File: src/rtl/rv32i_types.sv
// Shared RV32I pipeline types: operand forwarding source encoding.
package rv32i_types;

    typedef enum logic [1:0] {
        REG = 2'b00,
        WB  = 2'b01,
        MEM = 2'b10
    } fwd_sel_t;

endpackage

File: src/rtl/fwd_sel.sv
// Operand forwarding select for one EX source register; MEM beats WB, x0 never forwards.
module fwd_sel
    import rv32i_types::*;
(
    input  logic [4:0] rs_e,
    input  logic [4:0] rd_m,
    input  logic       regwrite_m,
    input  logic [4:0] rd_w,
    input  logic       regwrite_w,
    output logic [1:0] sel
);

    logic w_hit_m;
    logic w_hit_w;
    fwd_sel_t w_sel;

    assign w_hit_m = regwrite_m && (rd_m != 5'd0) && (rd_m == rs_e);
    assign w_hit_w = regwrite_w && (rd_w != 5'd0) && (rd_w == rs_e);

    always_comb begin
        w_sel = REG;
        if (w_hit_m)
            w_sel = MEM;
        else if (w_hit_w)
            w_sel = WB;
    end

    assign sel = w_sel;

endmodule

File: src/rtl/pipe_ctrl.sv
// Pipeline hazard controller: memory-wait tracking, stall/flush priority,
// wrong-path fetch drop and stall/flush performance counters.
module pipe_ctrl
    import rv32i_types::*;
(
    input  logic        clk,
    input  logic        rst,
    input  logic [4:0]  rs1_d,
    input  logic [4:0]  rs2_d,
    input  logic [4:0]  rs1_e,
    input  logic [4:0]  rs2_e,
    input  logic [4:0]  rd_e,
    input  logic        memread_e,
    input  logic        regwrite_e,
    input  logic        br_taken_e,
    input  logic [4:0]  rd_m,
    input  logic        regwrite_m,
    input  logic [4:0]  rd_w,
    input  logic        regwrite_w,
    input  logic        imem_req,
    input  logic        imem_resp,
    input  logic        dmem_req,
    input  logic        dmem_resp,
    output logic        stall_f,
    output logic        stall_d,
    output logic        stall_e,
    output logic        stall_m,
    output logic        flush_d,
    output logic        flush_e,
    output logic        imem_drop,
    output logic [1:0]  fwd_a,
    output logic [1:0]  fwd_b,
    output logic [31:0] stall_cnt,
    output logic [31:0] flush_cnt
);

    logic        r_imem_pend;
    logic        r_dmem_pend;
    logic        r_drop_pend;
    logic [31:0] r_stall_cnt;
    logic [31:0] r_flush_cnt;

    logic       w_dmem_wait;
    logic       w_imem_wait;
    logic       w_load_use;
    logic       w_br;
    logic       w_drop;
    logic [1:0] w_fwd_a;
    logic [1:0] w_fwd_b;
    // regwrite_e plays no part in any hazard rule; kept on the port for interface completeness
    logic       w_unused;

    assign w_unused = regwrite_e;

    assign w_dmem_wait = (r_dmem_pend | dmem_req) & ~dmem_resp;
    assign w_imem_wait = (r_imem_pend | imem_req) & ~imem_resp;
    assign w_load_use  = memread_e && (rd_e != 5'd0) && ((rd_e == rs1_d) || (rd_e == rs2_d));
    // A branch is held in EX while data memory stalls, so it only counts once the wait ends
    assign w_br        = br_taken_e & ~w_dmem_wait;
    assign w_drop      = imem_resp & (r_drop_pend | w_br);

    fwd_sel u_fwd_a (
        .rs_e       (rs1_e),
        .rd_m       (rd_m),
        .regwrite_m (regwrite_m),
        .rd_w       (rd_w),
        .regwrite_w (regwrite_w),
        .sel        (w_fwd_a)
    );

    fwd_sel u_fwd_b (
        .rs_e       (rs2_e),
        .rd_m       (rd_m),
        .regwrite_m (regwrite_m),
        .rd_w       (rd_w),
        .regwrite_w (regwrite_w),
        .sel        (w_fwd_b)
    );

    always_comb begin
        stall_f   = 1'b0;
        stall_d   = 1'b0;
        stall_e   = 1'b0;
        stall_m   = 1'b0;
        flush_d   = 1'b0;
        flush_e   = 1'b0;
        imem_drop = 1'b0;
        fwd_a     = REG;
        fwd_b     = REG;
        if (!rst) begin
            imem_drop = w_drop;
            fwd_a     = w_fwd_a;
            fwd_b     = w_fwd_b;
            if (w_dmem_wait) begin
                stall_f = 1'b1;
                stall_d = 1'b1;
                stall_e = 1'b1;
                stall_m = 1'b1;
            end else begin
                if (w_br) begin
                    flush_d = 1'b1;
                    flush_e = 1'b1;
                end else if (w_load_use) begin
                    stall_f = 1'b1;
                    stall_d = 1'b1;
                    flush_e = 1'b1;
                end else if (w_imem_wait) begin
                    stall_f = 1'b1;
                    flush_d = 1'b1;
                end
                // The discarded response must not advance fetch or reach decode
                if (w_drop) begin
                    stall_f = 1'b1;
                    flush_d = 1'b1;
                end
            end
        end
    end

    always_ff @(posedge clk) begin
        if (rst) begin
            r_imem_pend <= 1'b0;
            r_dmem_pend <= 1'b0;
            r_drop_pend <= 1'b0;
            r_stall_cnt <= 32'd0;
            r_flush_cnt <= 32'd0;
        end else begin
            if (imem_resp)
                r_imem_pend <= 1'b0;
            else if (imem_req)
                r_imem_pend <= 1'b1;

            if (dmem_resp)
                r_dmem_pend <= 1'b0;
            else if (dmem_req)
                r_dmem_pend <= 1'b1;

            // Only one fetch can be outstanding, so repeated branches still mean one drop
            if (imem_resp)
                r_drop_pend <= 1'b0;
            else if (w_br && r_imem_pend)
                r_drop_pend <= 1'b1;

            r_stall_cnt <= r_stall_cnt + {31'd0, stall_f};
            r_flush_cnt <= r_flush_cnt + {31'd0, flush_e};
        end
    end

    assign stall_cnt = r_stall_cnt;
    assign flush_cnt = r_flush_cnt;

endmodule
File: config.mk
export PLATFORM = sky130hd
export DESIGN_NAME = pipe_ctrl
export DESIGN_NICKNAME = d
export VERILOG_FILES = /design/src/rtl/rv32i_types.sv /design/src/rtl/fwd_sel.sv /design/src/rtl/pipe_ctrl.sv
export SDC_FILE = /design/constraint.sdc
export NUM_CORES = 1
export LEC_CHECK = 0
export ABC_AREA = 1
export BUFFER_PORTS_ARGS = -buffer_cell sky130_fd_sc_hd__buf_2
export CORE_MARGIN = 8
export CORE_UTILIZATION = 40
export CTS_CLUSTER_SIZE = 40
export DETAILED_ROUTE_END_ITERATION = 12
export PLACE_DENSITY = 0.67
export SLEW_MARGIN = 10
export SYNTH_ARGS = -nofsm -noshare
export SYNTH_HDL_FRONTEND = slang
export SYNTH_SLANG_ARGS = --single-unit
File: constraint.sdc
create_clock -name clk -period 2.4 [get_ports clk]
set_input_delay 0.24 -clock clk [delete_from_list [all_inputs] [get_ports clk]]
set_output_delay 0.24 -clock clk [all_outputs]
set_load 0.005 [all_outputs]
==> metrics.yaml <==
max_freq_ghz: 0.460
synth.ff_latch_count: 67
yosys.area.top_type_share_pct: 31.9
min_from: "imem_resp"
post-place-cells: 888
drc_errors: 0
ys_seq_area_share_pct: 31.9
synth-main-ff-cell: "dfxtp_1"
synth_area_per_cell_sq_um: 6.65
combPwrFrac_pct: 9.0
num_rows: 37
seq_power_share_pct: 49.4
timing.critical_path.required_ns: 2.64
antenna_found_initial: 0
syn-cell-area_sq_um: 4200
synth_edf_count: 0
pwr-share-clk_pct: 41.6
p_int_mw: 1.69
cts_tree: "done"
register_area_sq_um: 1340
r2r-end: "flush_cnt[20]$_SDFF_PP0_"
final_cells: 904
die_area_sq_um: 14000
clk_pin_slew_ns: 0.07
vias: 4436
setup_viol: 0
drtIter0Drc: 243
diodes: 0
rr_worst_depth: 16
period_share_pct: 90.6
cts_hold_buf: 0
insertion_delay_ns: 0.36
viasPerCell: 4.91
post_cts_buffers: 0
multi_input_area_sq_um: 2520
cts_sinks: 67
power_leakage_nw: 2.26
hold_depth: 2
layout.nets: 813
port_buffers: 119
overflow: 0
power.total_mw: 2.27
holdPathEnd: "r_drop_pend$_SDFFE_PP0P_"
end_kind: "flop"
grt_usage_pct: 16.9
yosys-top-cells-count: "nand2_1, nor2_1, inv_1"
switching_share_pct: 25.6
rr_startpoint: "r_dmem_pend$_SDFFE_PP0P_"
power_density_nw_per_um2: 434
io_pins: 121
reg2reg_slack_ns: 0.23
switchingPower_mw: 0.582
totalWireLength_um: 12000
dp_hpwl_um: 9710
die_w_um: 119
syn2layout_area_growth_pct: 24.4
min_period_ns: 2.17
maxCapViolCount: 0
tightest_slew_ns: 0.626
wl_per_cell_um: 13.3
clockBufferDepth: 2
slew_headroom_pct: 58.3
postSynth.asyncResetShare_pct: 0
clock_skew_ns: 0.0170
first_pass_iters: 5
finalMaxSlewViolations: 0
grt_pass1_wl_um: 20100
cp.arrival_ns: 2.41
syn_nets: 682
fill_cells: 1082
cts_made_buffers: 9
synth_area_leaders: "dfxtp_1, nand2_1, nor2_1"
path_class: "flop to flop"
drive_above_1_share_pct: 26.4
yosysUniqueCellTypes: 45
peakVddDrop_v: 0.000210
hp-class: "input port to flop"
cts_resized: 0
ant_nets: 0
ys_warn_count: 0
cts_root_buf: "clkbuf_8"
critPathMaxFanout: 5
grt_max_degree: 55
hold_viol: 0
die_height_um: 119
synthMostInstantiatedCell: "nand2_1"
synthCells: 632
synth_top_area_cell: "dfxtp_1"
core_area_sq_um: 10300
initial_core_util_pct: 40.9
cts_max_level: 3
gp_congestion: 0.880
worstSetupStartpointType: "flop"
rsz0062_at_grt: "false"
outcome: "finished, final reports clean"
grt_pass1_vias: 4316
sequential cells by signal, summed over array words and instances (netlist names):
name	cells
r_dmem_pend	1
r_imem_pend	1
stall_cnt	32
r_drop_pend	1
flush_cnt	32
worst max-delay path by stage:
| stage | slack, ns | cells past startpoint | endpoint | from |
|---|---|---|---|---|
| 2_1_floorplan | 0.18 | 16 | flush_cnt[20]$_SDFF_PP0_ | rst |
| 3_3_place_gp | 0.02 | 20 | flush_cnt[20]$_SDFF_PP0_ | rd_e[1] |
| 3_5_place_dp | -0.09 | 20 | flush_cnt[20]$_SDFF_PP0_ | rd_e[2] |
| 4_1_cts | 0.03 | 14 | stall_cnt[26]$_SDFF_PP0_ | r_dmem_pend$_SDFFE_PP0P_ |
| 5_1_grt | 0.003 | 16 | stall_cnt[30]$_SDFF_PP0_ | r_dmem_pend$_SDFFE_PP0P_ |
| 6_report | 0.23 | 16 | flush_cnt[20]$_SDFF_PP0_ | r_dmem_pend$_SDFFE_PP0P_ |
cells by family (layout without fill, tap and decap cells):
kind of cell    Yosys count  count (layout)  synth area share [%]
xor+xnor                 30              30                  6.25
simple gates            366             366                  43.1
buf+inv                  95             231                  8.72
flops                    67              67                  31.9
fa+ha+maj                 4               4                  1.19
compound gates           70              70                  8.84
area by class of cell:
type	count	share of cell area (%)
clock buffers	10	2.44
repair buffers	129	12.8
well taps	136	3.25
clock inverters	6	1.27
inverters	86	6.27
flip-flops and latches	67	25.7
multi-input cells	470	48.3
layer usage:
| metal | wire length [um] | share of wire [%] | track usage, % |
|---|---|---|---|
| met2 | 6000 | 50 | 30.7 |
| met5 | 0 | 0 | 0 |
| met1 | 5260 | 44 | 19.0 |
| met3 | 582 | 4.8 | 3.90 |
| met4 | 186 | 1.5 | 5.69 |
placed cells by master (no fill, tap or decap), drive strengths merged:
| cell type | netlist | layout |
|---|---|---|
| nand2 | 158 | 158 |
| buf | 5 | 129 |
| nor2 | 104 | 104 |
| inv | 82 | 82 |
| dfxtp | 67 | 67 |
| a21oi | 41 | 41 |
| nand3 | 39 | 39 |
| nor3 | 35 | 35 |
| o21ai | 21 | 21 |
| xor2 | 16 | 16 |
| xnor2 | 14 | 14 |
| nand4 | 11 | 11 |
| clkbuf | 4 | 10 |
| clkinv | 4 | 9 |
| nand3b | 8 | 8 |
| o21a | 4 | 4 |
| nor3b | 4 | 4 |
| or2 | 4 | 4 |
| ha | 4 | 4 |
| and3 | 2 | 2 |
| o22ai | 1 | 1 |
| a211oi | 1 | 1 |
| nor4 | 1 | 1 |
| a31oi | 1 | 1 |
| a21o | 1 | 1 |
| bufinv | 0 | 1 |
through the flow:
stage          setup slack (ns)  area (sq um)  setup TNS, ns  hold slack, ns  util, %
6_report                  0.226          5230              0          0.0995     50.9
5_1_grt                 0.00254          5230              0          0.0891     50.9
4_1_cts                  0.0308          5200              0          0.0786     50.6
3_5_place_dp            -0.0880          5010         -0.249           0.454     48.7
3_3_place_gp             0.0195          5010              0           0.449     48.7
2_1_floorplan             0.182          4200              0           0.319        -
critical path, cell delays in order, from the launching register on:
cell and delay (ns):
dfxtp_1 0.30, nor2_1 0.10, nor2_1 0.07, inv_1 0.09
nand2_1 0.08, a21oi_1 0.20, ha_2 0.25, ha_1 0.17
nand2_1 0.05, inv_1 0.08, nand2_2 0.07, nor2_4 0.18
nand3b_4 0.14, nor2_2 0.13, nand2_1 0.06, nand2_1 0.06
nor2_1 0.03
power groups by stage:
stage | clock network [mW] | registers, mW | logic, mW
6_report | 0.945 | 1.12 | 0.203
5_1_grt | 1.02 | 1.12 | 0.229
4_1_cts | 0.978 | 1.12 | 0.204
3_5_place_dp | 0 | 1.15 | 0.203
3_3_place_gp | 0 | 1.15 | 0.197
2_1_floorplan | 0 | 1.15 | 0.109
(Power assumes the default switching activity.)
